[config.mk]
export PLATFORM = sky130hd
export DESIGN_NAME = mc_ctrl
export DESIGN_NICKNAME = d
export VERILOG_FILES = /design/src/rtl/mc_ctrl.sv
export SDC_FILE = /design/constraint.sdc
export NUM_CORES = 1
export LEC_CHECK = 0
export CORE_UTILIZATION = 31
export CTS_BUF_LIST = sky130_fd_sc_hd__clkbuf_4 sky130_fd_sc_hd__clkbuf_8 sky130_fd_sc_hd__clkbuf_16
export CTS_CLUSTER_SIZE = 16
export DETAILED_ROUTE_END_ITERATION = 8
export GPL_TIMING_DRIVEN = 0
export PLACE_DENSITY_LB_ADDON = 0.08
export SLEW_MARGIN = 20
export SYNTH_ARGS = -nofsm -noshare
export SYNTH_HDL_FRONTEND = slang
export SYNTH_SLANG_ARGS = --single-unit
[constraint.sdc]
create_clock -name clk -period 2.26 [get_ports clk]
set_input_delay 0.452 -clock clk [delete_from_list [all_inputs] [get_ports clk]]
set_output_delay 0.452 -clock clk [all_outputs]
set_load 0.01 [all_outputs]
[src/rtl/mc_ctrl.sv]
// Multi-cycle MIPS control FSM: sequences FETCH/DCD/EXE/MEM/WB and drives all
// datapath enables and selects as Moore outputs of state plus decoded opcode.
module mc_ctrl (
  input  logic       clk,
  input  logic       reset,
  input  logic [5:0] op,
  input  logic [5:0] funct,
  input  logic       zero,
  output logic       PCWr,
  output logic       IRWr,
  output logic       RFWr,
  output logic       DMWr,
  output logic [1:0] EXTOp,
  output logic [2:0] ALUOp,
  output logic       ALUSrc,
  output logic [1:0] NPCOp,
  output logic [1:0] RegDst,
  output logic [1:0] WDSel,
  output logic [2:0] state,
  output logic       instr_done
);

  typedef enum logic [2:0] {
    FETCH = 3'd0,
    DCD   = 3'd1,
    EXE   = 3'd2,
    MEM   = 3'd3,
    WB    = 3'd4
  } state_t;

  state_t cur, nxt;

  logic is_r, i_addu, i_subu, i_jr, i_ori, i_lw, i_sw, i_beq, i_lui, i_j, i_jal;
  logic legal;
  logic [1:0] ext_d;
  logic [2:0] alu_d;
  logic       src_d;

  assign is_r   = (op == 6'b000000);
  assign i_addu = is_r && (funct == 6'b100001);
  assign i_subu = is_r && (funct == 6'b100011);
  assign i_jr   = is_r && (funct == 6'b001000);
  assign i_ori  = (op == 6'b001101);
  assign i_lw   = (op == 6'b100011);
  assign i_sw   = (op == 6'b101011);
  assign i_beq  = (op == 6'b000100);
  assign i_lui  = (op == 6'b001111);
  assign i_j    = (op == 6'b000010);
  assign i_jal  = (op == 6'b000011);
  assign legal  = i_addu | i_subu | i_jr | i_ori | i_lw | i_sw | i_beq |
                  i_lui | i_j | i_jal;

  // Static decode, presented from DCD until the instruction retires
  always_comb begin
    ext_d = 2'b00;
    if (i_lw || i_sw || i_beq) ext_d = 2'b01;
    else if (i_lui)            ext_d = 2'b10;
    alu_d = 3'b000;
    if (i_subu || i_beq)       alu_d = 3'b001;
    else if (i_ori || i_lui)   alu_d = 3'b010;
    src_d = i_ori | i_lui | i_lw | i_sw;
  end

  always_ff @(posedge clk or posedge reset) begin
    if (reset) cur <= FETCH;
    else       cur <= nxt;
  end

  assign state = cur;

  always_comb begin
    nxt        = FETCH;
    PCWr       = 1'b0;
    IRWr       = 1'b0;
    RFWr       = 1'b0;
    DMWr       = 1'b0;
    EXTOp      = 2'b00;
    ALUOp      = 3'b000;
    ALUSrc     = 1'b0;
    NPCOp      = 2'b00;
    RegDst     = 2'b00;
    WDSel      = 2'b00;
    instr_done = 1'b0;
    // Reset masks FETCH's enables so nothing is written while it is held
    if (!reset) begin
      case (cur)
        FETCH: begin
          IRWr = 1'b1;
          PCWr = 1'b1;
          nxt  = DCD;
        end
        DCD: begin
          EXTOp  = ext_d;
          ALUOp  = alu_d;
          ALUSrc = src_d;
          if (i_j || i_jal) begin
            PCWr       = 1'b1;
            NPCOp      = 2'b10;
            instr_done = 1'b1;
            if (i_jal) begin
              RFWr   = 1'b1;
              RegDst = 2'b10;
              WDSel  = 2'b10;
            end
          end else if (i_jr) begin
            PCWr       = 1'b1;
            NPCOp      = 2'b11;
            instr_done = 1'b1;
          end else if (!legal) begin
            instr_done = 1'b1;
          end else begin
            nxt = EXE;
          end
        end
        EXE: begin
          EXTOp  = ext_d;
          ALUOp  = alu_d;
          ALUSrc = src_d;
          if (i_beq) begin
            NPCOp      = 2'b01;
            PCWr       = zero;
            instr_done = 1'b1;
          end else if (i_lw || i_sw) begin
            nxt = MEM;
          end else begin
            nxt = WB;
          end
        end
        MEM: begin
          EXTOp  = ext_d;
          ALUOp  = alu_d;
          ALUSrc = src_d;
          if (i_sw) begin
            DMWr       = 1'b1;
            instr_done = 1'b1;
          end else begin
            nxt = WB;
          end
        end
        WB: begin
          EXTOp      = ext_d;
          ALUOp      = alu_d;
          ALUSrc     = src_d;
          RFWr       = 1'b1;
          RegDst     = is_r ? 2'b01 : 2'b00;
          WDSel      = i_lw ? 2'b01 : 2'b00;
          instr_done = 1'b1;
        end
        default: nxt = FETCH;
      endcase
    end
  end

endmodule
==> results.yml, run 1 <==
run_status:
  status: "finished, violations left"
  violations: "design-rule violations, negative setup slack"
worst_setup_path:
  crit_family: "simple AND/OR/NAND/NOR gates"
  cpMaxStageDelayCell: "or4b_4"
  arrival_ps: 2030
  path_max_fanout: 2
  path_cells: "buf_6 > or4b_4 > or4_4 > a21o_1 > buf_6 > o211ai_2 > buf_2"
  reg2reg_to: "state[1]$_DFF_PP0_"
  worstSetupPathType: "input port to output pin"
  path_buf_inv: 3
  crit_required_ps: 1810
  slowest_delay_ps: 520
  r2r_start: "state[2]$_DFF_PP0_"
  end_kind: "output pin"
  r2r_slack_ps: 740
  reg2reg_depth: 4
  cp-start-kind: "input port"
  cp_common_cell: "buf_6"
timing:
  slew_violations: 0
  layout_min_cycle_time_ps: 2480
  fin_ws_ps: -222
  rsz0062_at_grt: "yes"
  worst_hold_slack_ps: 375
  max_freq_ghz: 0.403
  finalHoldViolCount: 0
  fin_skew_ps: 1.22
  post-route-period-util: 1.10
  finalSetupViolCount: 4
power:
  intPower_w: 0.000190
  p_seq_frac: 0.210
  p_sw_w: 0.0000853
  power_density_nw_per_um2: 272
  combPwrFrac: 0.399
  finalPower_w: 0.000276
  ir_drop_mv: 0.269
  leakage_nw: 0.497
  p_clk_frac: 0.391
  swShare: 0.309
logic_synthesis:
  async_flop_share: 1.00
  ys_warn_count: 0
  netlist-cell-type-count: 33
  synth_nets: 92
  synth-edff-count: 0
  synthCells: 77
  netlist_area_um2: 531
  synth-seq-cells: 3
  synth_ff_type: "dfrtp_1"
  post_synth.cell_area_avg_um2: 6.89
  yosysSeqAreaShare: 0.142
finish:
  fill_cells: 147
  largest_reg_flops: 3
  final_common_cell: "buf_4"
  final_cell_mix: "13 x buf_4, 10 x buf_2, 9 x nand2_1, 6 x buf_6, 6 x nor3_1"
  layout-drive-gt1-share: 0.512
  fin_nets: 139
  utilization: 0.650
  antenna_cells: 0
  syn_to_final_growth_pct: 91.0
floorplan:
  io_pins: 35
  die_w_um: 43.4
  dieArea_um2: 1880
  core_area_um2: 1560
  rows: 14
  initial_core_util: 0.340
  die_h_um: 43.4
global_route:
  grt_pass1_vias: 701
  grtUsageTotal: 0.204
  grt_overflow: 0
  grt_pass1_wl_mm: 2.90
  grt_max_degree: 11
  antenna_found_initial: 0
placement:
  hpwl_mm: 1.27
  gp_congestion: 0.845
  port_buffers: 31
routing:
  first_pass_iters: 6
  via_per_inst: 5.54
  num_vias: 770
  drc_errors: 2
  drtIter0Drc: 17
  totalWireLength_mm: 1.80
  antenna_left: 0
  wl_per_cell_um: 13.0
clocking:
  clock_sinks: 3
  cts-root-buf: "clkbuf_4"
  insertion_delay_ps: 240
  h-tree-depth: 1
  cts.path.max_buffers: 2
  clk_pin_slew_ps: 40
  cts_tree: "built"
  cts_buffers: 3
  postCtsHoldBufs: 0
hold_path:
  hold_class: "input port to async pin"
job:
  drv_cap: 0
==> metal layers <==
layer,part of all wire,GRT usage
met1,0.44,0.262
met3,0.060,0.0542
met2,0.47,0.339
met4,0.034,0.0500
met5,0,0
==> worst max path at each step <==
stage               slack (ps)  cells after the start  startpoint          to
floorplan                   10                      5       op[2]        PCWr
global placement          -990                      6       op[1]  instr_done
detailed placement        -980                      6       op[1]  instr_done
CTS                       -260                      7    funct[5]  instr_done
global route              -270                      7       op[1]  instr_done
finish                    -220                      7    funct[0]  instr_done
==> cell type report <==
class,count,area (µm²),area share
buffer,5,45.0,0.0444
clock buffer,4,30.0,0.0296
inverter,3,11.3,0.0111
multi-input combinational,66,498,0.491
sequential,3,77.6,0.0765
tap,16,20.0,0.0198
timing repair buffer,42,332,0.327
==> repair_timing <==
item / in CTS / in global routing
pin swaps: 10 / 6
gates cloned: 0 / 0
buffers inserted: 8 / 3
endpoints found under the hold margin: 0 / 0
resized for setup: 82 / 23
endpoints found under the setup margin: 16 / 12
==> power groups by stage <==
stage          sequential, W  clock, W  combinational [W]
3_3_place_gp       0.0000579         0          0.0000924
3_5_place_dp       0.0000581         0          0.0000933
2_1_floorplan      0.0000588         0          0.0000455
6_report           0.0000579  0.000108           0.000110
4_1_cts            0.0000577  0.000114          0.0000994
5_1_grt            0.0000583  0.000118           0.000119
==> worst reg2reg max path, stage by stage, from the launching register on <==
cell,delay [ps]
dfrtp_2,470
or3b_2,560
nor2_1,200
nand2b_1,110
o31ai_1,80
==> through the flow <==
stage	cells	TNS [ps]	setup slack, ps	cell area [µm²]
finish	139	-717	-222	1010
global route	139	-1000	-275	1010
CTS	136	-915	-262	981
detailed placement	124	-9810	-984	866
global placement	124	-9740	-986	866
floorplan	77	0	13.2	536
==> kinds of logic after synthesis <==
group / count (synthesis) / synth area share
flip-flops: 3 / 0.142
AO/OA/AOI/OAI: 16 / 0.217
buffers and inverters: 8 / 0.101
other: 1 / 0.00707
AND/OR/NAND/NOR: 49 / 0.533
==> synthesized netlist by cell type (all sizes together) (2+ instances only) <==
master  number  share of area
nor2         7          0.050
o31ai        2          0.028
or4          2          0.035
nor4         3          0.035
inv          3          0.021
nand3        5          0.047
or3b         3          0.050
a21oi        5          0.047
nand2b       2          0.024
nor3         7          0.066
dfrtp        3           0.14
buf          5          0.080
o21ai        2          0.019
or3          3          0.054
or2          3          0.035
nand2        9          0.064
Power figures use the tool's default switching activity.
==> run 2, diff against run 1 <==
--- a/config.mk
+++ b/config.mk
@@ -5,9 +5,9 @@
 export SDC_FILE = /design/constraint.sdc
 export NUM_CORES = 1
 export LEC_CHECK = 0
-export CORE_UTILIZATION = 31
+export CORE_UTILIZATION = 35
 export CTS_BUF_LIST = sky130_fd_sc_hd__clkbuf_4 sky130_fd_sc_hd__clkbuf_8 sky130_fd_sc_hd__clkbuf_16
-export CTS_CLUSTER_SIZE = 16
+export CTS_CLUSTER_SIZE = 28
 export DETAILED_ROUTE_END_ITERATION = 8
 export GPL_TIMING_DRIVEN = 0
 export PLACE_DENSITY_LB_ADDON = 0.08
==> constraint.sdc (replaced) <==
create_clock -name clk -period 2.4 [get_ports clk]
set_input_delay 0.48 -clock clk [delete_from_list [all_inputs] [get_ports clk]]
set_output_delay 0.48 -clock clk [all_outputs]
set_load 0.01 [all_outputs]
==> run 2 against run 1 <==
Effect of this change: the run ends with negative setup slack left; cell area down 10%; register-to-register slack better by 180 ps; routed wire length down 6.2%; via count down 5.8%; final cell count down 5.8%.
==> results.yml, run 2 (same netlist as run 1, synthesis figures left out) <==
floorplan:
  io_pins: 35
  core_area_um2: 1350
  dieArea_um2: 1680
  initial_core_util: 0.393
  die_w_um: 40.9
  rows: 13
  die_h_um: 40.9
worst_setup_path:
  path_max_fanout: 6
  worstSetupPathType: "input port to output pin"
  path_cells: "buf_8 > or3_4 > or4_4 > a21o_1 > o211ai_2 > buf_2"
  end_kind: "output pin"
  path_buf_inv: 2
  crit_required_ps: 1920
  arrival_ps: 1980
  slowest_delay_ps: 540
  cp-start-kind: "input port"
  cpMaxStageDelayCell: "or4_4"
  crit_family: "simple AND/OR/NAND/NOR gates"
timing:
  fin_ws_ps: -57.1
  finalHoldViolCount: 0
  max_freq_ghz: 0.407
  post-route-period-util: 1.02
  slew_violations: 0
  rsz0062_at_grt: "yes"
  layout_min_cycle_time_ps: 2460
  fin_skew_ps: 1.16
  finalSetupViolCount: 3
finish:
  fin_nets: 132
  antenna_cells: 0
  largest_reg_flops: 3
  fill_cells: 131
  finish.instance_area_um2: 911
  utilization: 0.675
  final_common_cell: "nand2_1"
  syn_to_final_growth_pct: 71.7
  layout-drive-gt1-share: 0.371
  final_cell_mix: "9 x nand2_1, 8 x dlygate4sd2_1, 8 x clkdlybuf4s50_1, 7 x buf_4, 7 x buf_2"
global_route:
  grt_max_degree: 11
  grt_pass1_wl_mm: 2.68
  grt_overflow: 0
  antenna_found_initial: 0
  grtUsageTotal: 0.236
  grt_pass1_vias: 639
power:
  p_sw_w: 0.0000765
  swShare: 0.308
  ir_drop_mv: 0.229
  intPower_w: 0.000172
  leakage_nw: 0.422
  p_clk_frac: 0.415
  finalPower_w: 0.000248
  combPwrFrac: 0.367
  power_density_nw_per_um2: 273
  p_seq_frac: 0.218
run_status:
  violations: "negative setup slack"
  status: "finished, violations left"
clocking:
  h-tree-depth: 1
  cts_tree: "built"
  clk_pin_slew_ps: 40
  insertion_delay_ps: 240
  cts.path.max_buffers: 2
  cts-root-buf: "clkbuf_4"
  clock_sinks: 3
  cts_buffers: 3
routing:
  antenna_left: 0
  drc_errors: 0
  first_pass_iters: 4
  via_per_inst: 5.53
  num_vias: 725
  totalWireLength_mm: 1.69
  drtIter0Drc: 17
  wl_per_cell_um: 12.9
hold_path:
  hold_class: "input port to async pin"
placement:
  port_buffers: 31
  placed_cell_area_um2: 860
  hpwl_mm: 1.25
  place_ws_ps: -894
  gp_congestion: 0.858
job:
  drv_cap: 0
## run 2: cell types whose count changed in the layout (fill, tap and decap cells not counted), sizes merged
cell / previous run / this run
buf: 29 / 18
clkdlybuf4s50: 4 / 8
dlygate4sd2: 5 / 8
dlymetal6s2s: 3 / 0
## run 2: power by group through the flow
stage | sequential (W) | clock, W | combinational, W
final | 0.0000542 | 0.000103 | 0.0000911
after global routing | 0.0000542 | 0.000110 | 0.0000989
after CTS | 0.0000542 | 0.000104 | 0.0000854
after detailed placement | 0.0000547 | 0 | 0.0000870
after global placement | 0.0000546 | 0 | 0.0000866
after floorplan | 0.0000554 | 0 | 0.0000427
## run 2: repair_timing
item,4_1_cts,5_1_grt
resized for setup,59,18
setup buffers,3,1
pin swaps,8,5
hold buffers,0,0
setup endpoints to repair,16,9
## run 2: through the flow
stage | hold WS [ps] | setup TNS, ps | std cells
floorplan | 242 | 0 | 77
global placement | 686 | -8180 | 123
detailed placement | 699 | -8420 | 123
CTS | 329 | -388 | 130
global route | 356 | -298 | 131
finish | 342 | -84.6 | 131
## run 2: metal layers
layer  track usage  up-vias  part of all wire
li1              -      363                 -
met1         0.277      323              0.43
met2         0.426       39              0.49
met3        0.0543        0             0.071
met4        0.0500        0                 0
met5             0        -                 0
## run 2: area by class of cell
class / instances / area (µm²) / share of cell area
Timing Repair Buffer: 35 / 282 / 0.309
Tap cell: 15 / 18.8 / 0.0206
Inverter: 3 / 11.3 / 0.0124
Clock buffer: 4 / 30.0 / 0.0330
Sequential cell: 3 / 75.1 / 0.0824
Multi-Input combinational cell: 66 / 449 / 0.493
Buffer: 5 / 45.0 / 0.0495
## run 2: worst register-to-register path, delay by kind of cell, from the launching register on
family	cells	cell delay (ps)
DFF	1	450
and+or+nand+nor	3	850
AOI/OAI and AO/OA	1	80
## run 2: worst paths after layout
| check | from | endpoint | slack, ps | cells past startpoint |
|---|---|---|---|---|
| hold / removal | reset | state[2]$_DFF_PP0_ | 340 | 2 |
| min in group clk | op[2] | state[2]$_DFF_PP0_ | 710 | 4 |
| setup / recovery | op[3] | instr_done | -60 | 6 |
| hold reg to reg | state[0]$_DFF_PP0_ | state[2]$_DFF_PP0_ | 720 | 3 |
| max in group asynchronous | reset | state[1]$_DFF_PP0_ | 1900 | 2 |
| setup reg to reg | state[2]$_DFF_PP0_ | state[1]$_DFF_PP0_ | 920 | 4 |
==> run 3, diff against run 2 <==
--- a/config.mk
+++ b/config.mk
@@ -5,6 +5,7 @@
 export SDC_FILE = /design/constraint.sdc
 export NUM_CORES = 1
 export LEC_CHECK = 0
+export CORE_MARGIN = 2
 export CORE_UTILIZATION = 35
 export CTS_BUF_LIST = sky130_fd_sc_hd__clkbuf_4 sky130_fd_sc_hd__clkbuf_8 sky130_fd_sc_hd__clkbuf_16
 export CTS_CLUSTER_SIZE = 28
==> run 3 against run 2 <==
Effect of this change: the run still ends with negative setup slack left; critical path depth unchanged; combinational power down 2%; hold slack better by 30 ps; setup slack worse by 5.6 ps; routed wire length up 3.1%; via count up 0.14%; clock power about the same; die area up 10%; fmax down 0.23%; sequential power about the same; largest power group unchanged; highest routed layer is now met4.
==> results.yml, run 3 (same netlist as run 1, synthesis figures left out) <==
run_status:
  status: "finished, violations left"
  violations: "negative setup slack"
power:
  p_sw_w: 0.0000753
  power_density_nw_per_um2: 272
  ir_drop_mv: 0.121
  leakage_nw: 0.411
  swShare: 0.306
  p_clk_frac: 0.417
  intPower_w: 0.000171
  p_seq_frac: 0.220
  combPwrFrac: 0.362
  finalPower_w: 0.000246
timing:
  finalSetupViolCount: 3
  worst_hold_slack_ps: 371
  finalHoldViolCount: 0
  max_freq_ghz: 0.406
  fin_skew_ps: 2.21
  layout_min_cycle_time_ps: 2460
  post-route-period-util: 1.03
  rsz0062_at_grt: "yes"
  fin_ws_ps: -62.7
  slew_violations: 0
worst_setup_path:
  end_kind: "output pin"
  path_cells: "buf_8 > or3_4 > or4_4 > a21o_1 > o211ai_2 > buf_2"
  worstSetupPathType: "input port to output pin"
  reg2reg_to: "state[1]$_DFF_PP0_"
  startpoint: "op[1]"
  crit_required_ps: 1920
  reg2reg_depth: 4
  r2r_slack_ps: 920
  slowest_delay_ps: 540
  r2r_start: "state[1]$_DFF_PP0_"
  path_max_fanout: 5
  cpMaxStageDelayCell: "or4_4"
  arrival_ps: 1980
  crit_end: "instr_done"
  cp-start-kind: "input port"
finish:
  multi_input_area_um2: 452
  syn_to_final_growth_pct: 70.8
  fill_cells: 155
  largest_reg_flops: 3
  layout-drive-gt1-share: 0.400
  antenna_cells: 0
  final_cell_mix: "9 x nand2_1, 8 x dlygate4sd2_1, 8 x clkdlybuf4s50_1, 7 x buf_2"
  final_common_cell: "nand2_1"
  regArea_um2: 75.1
  fin_nets: 131
  finish.instance_area_um2: 906
placement:
  placed_cell_area_um2: 861
  port_buffers: 31
  hpwl_mm: 1.30
  gp_congestion: 0.840
global_route:
  busiest_layer: "met2"
  grt_pass1_vias: 684
  use_met3: 0.0213
  use_met1: 0.220
  met2_usage: 0.318
  grt_pass1_wl_mm: 2.72
  grt_max_degree: 11
  grtUsageTotal: 0.189
  antenna_found_initial: 0
  grt_overflow: 0
floorplan:
  initial_core_util: 0.365
  die_h_um: 42.9
  core_area_um2: 1450
  io_pins: 35
  rows: 14
  dieArea_um2: 1840
  die_w_um: 42.9
routing:
  antenna_left: 0
  totalWireLength_mm: 1.74
  via_per_inst: 5.54
  first_pass_iters: 4
  num_vias: 726
  wl_per_cell_um: 13.3
  drtIter0Drc: 25
  drc_errors: 0
clocking:
  h-tree-depth: 1
  cts.path.max_buffers: 2
  postCtsHoldBufs: 0
  clk_pin_slew_ps: 40
  cts-root-buf: "clkbuf_4"
  clock_sinks: 3
  cts_buffers: 3
  insertion_delay_ps: 240
  cts_tree: "built"
job:
  drv_cap: 0
hold_path:
  hold_class: "input port to async pin"
==> run 3: changes by cell type in the layout (fill, tap and decap cells not counted), sizes merged <==
cell           change
clkbuf             +1
clkdlybuf4s15      -1
buf                -1
==> run 3: per-layer routing <==
| metal | routed length (µm) | vias to the layer above |
|---|---|---|
| met2 | 923 | 33 |
| met1 | 696 | 331 |
| met5 | 0 | - |
| met3 | 114 | 2 |
| li1 | - | 360 |
| met4 | 10 | 0 |
==> run 3: area by class of cell <==
cell class                      instances  share of cell area
Inverter                                3              0.0124
Buffer                                  5              0.0539
Tap cell                               16              0.0221
Multi-Input combinational cell         66               0.499
Timing Repair Buffer                   34               0.297
Sequential cell                         3              0.0829
Clock buffer                            4              0.0331
==> run 3: per-stage QoR <==
step / instances / util / setup TNS (ps) / setup slack [ps]
after floorplan: 77 / - / 0 / 37.9
after global placement: 124 / 0.592 / -8160 / -893
after detailed placement: 124 / 0.592 / -8420 / -899
after CTS: 130 / 0.609 / -381 / -130
after global routing: 131 / 0.623 / -253 / -101
final: 131 / 0.623 / -94.9 / -62.7
==> run 3: worst min path at each step <==
stage                  startpoint                  to  slack (ps)  cells after the start
2_1_floorplan               reset  state[0]$_DFF_PP0_         240                      1
4_1_cts                     reset  state[1]$_DFF_PP0_         340                      2
6_report                    reset  state[1]$_DFF_PP0_         370                      2
3_3_place_gp   state[0]$_DFF_PP0_  state[2]$_DFF_PP0_         690                      3
5_1_grt                     reset  state[1]$_DFF_PP0_         400                      2
3_5_place_dp   state[0]$_DFF_PP0_  state[2]$_DFF_PP0_         690                      3
==> run 3: worst max-delay path: cells and delay by family <==
kind	cells	cell delay, ps
AND/OR/NAND/NOR	2	940
AO/OA/AOI/OAI	2	320
buffers and inverters	2	250
==> run 3: repair_timing <==
item | 4_1_cts | 5_1_grt
pin swaps | 7 | 8
setup endpoints to repair | 16 | 11
gates resized for setup | 58 | 23
buffers inserted | 2 | 1
==> run 3: power groups by stage <==
stage               Clock, W  Sequential [W]  Combinational (W)
floorplan                  0       0.0000554          0.0000427
detailed placement         0       0.0000548          0.0000879
CTS                 0.000108       0.0000542          0.0000839
finish              0.000103       0.0000542          0.0000892
global placement           0       0.0000546          0.0000871
global route        0.000106       0.0000545          0.0000975
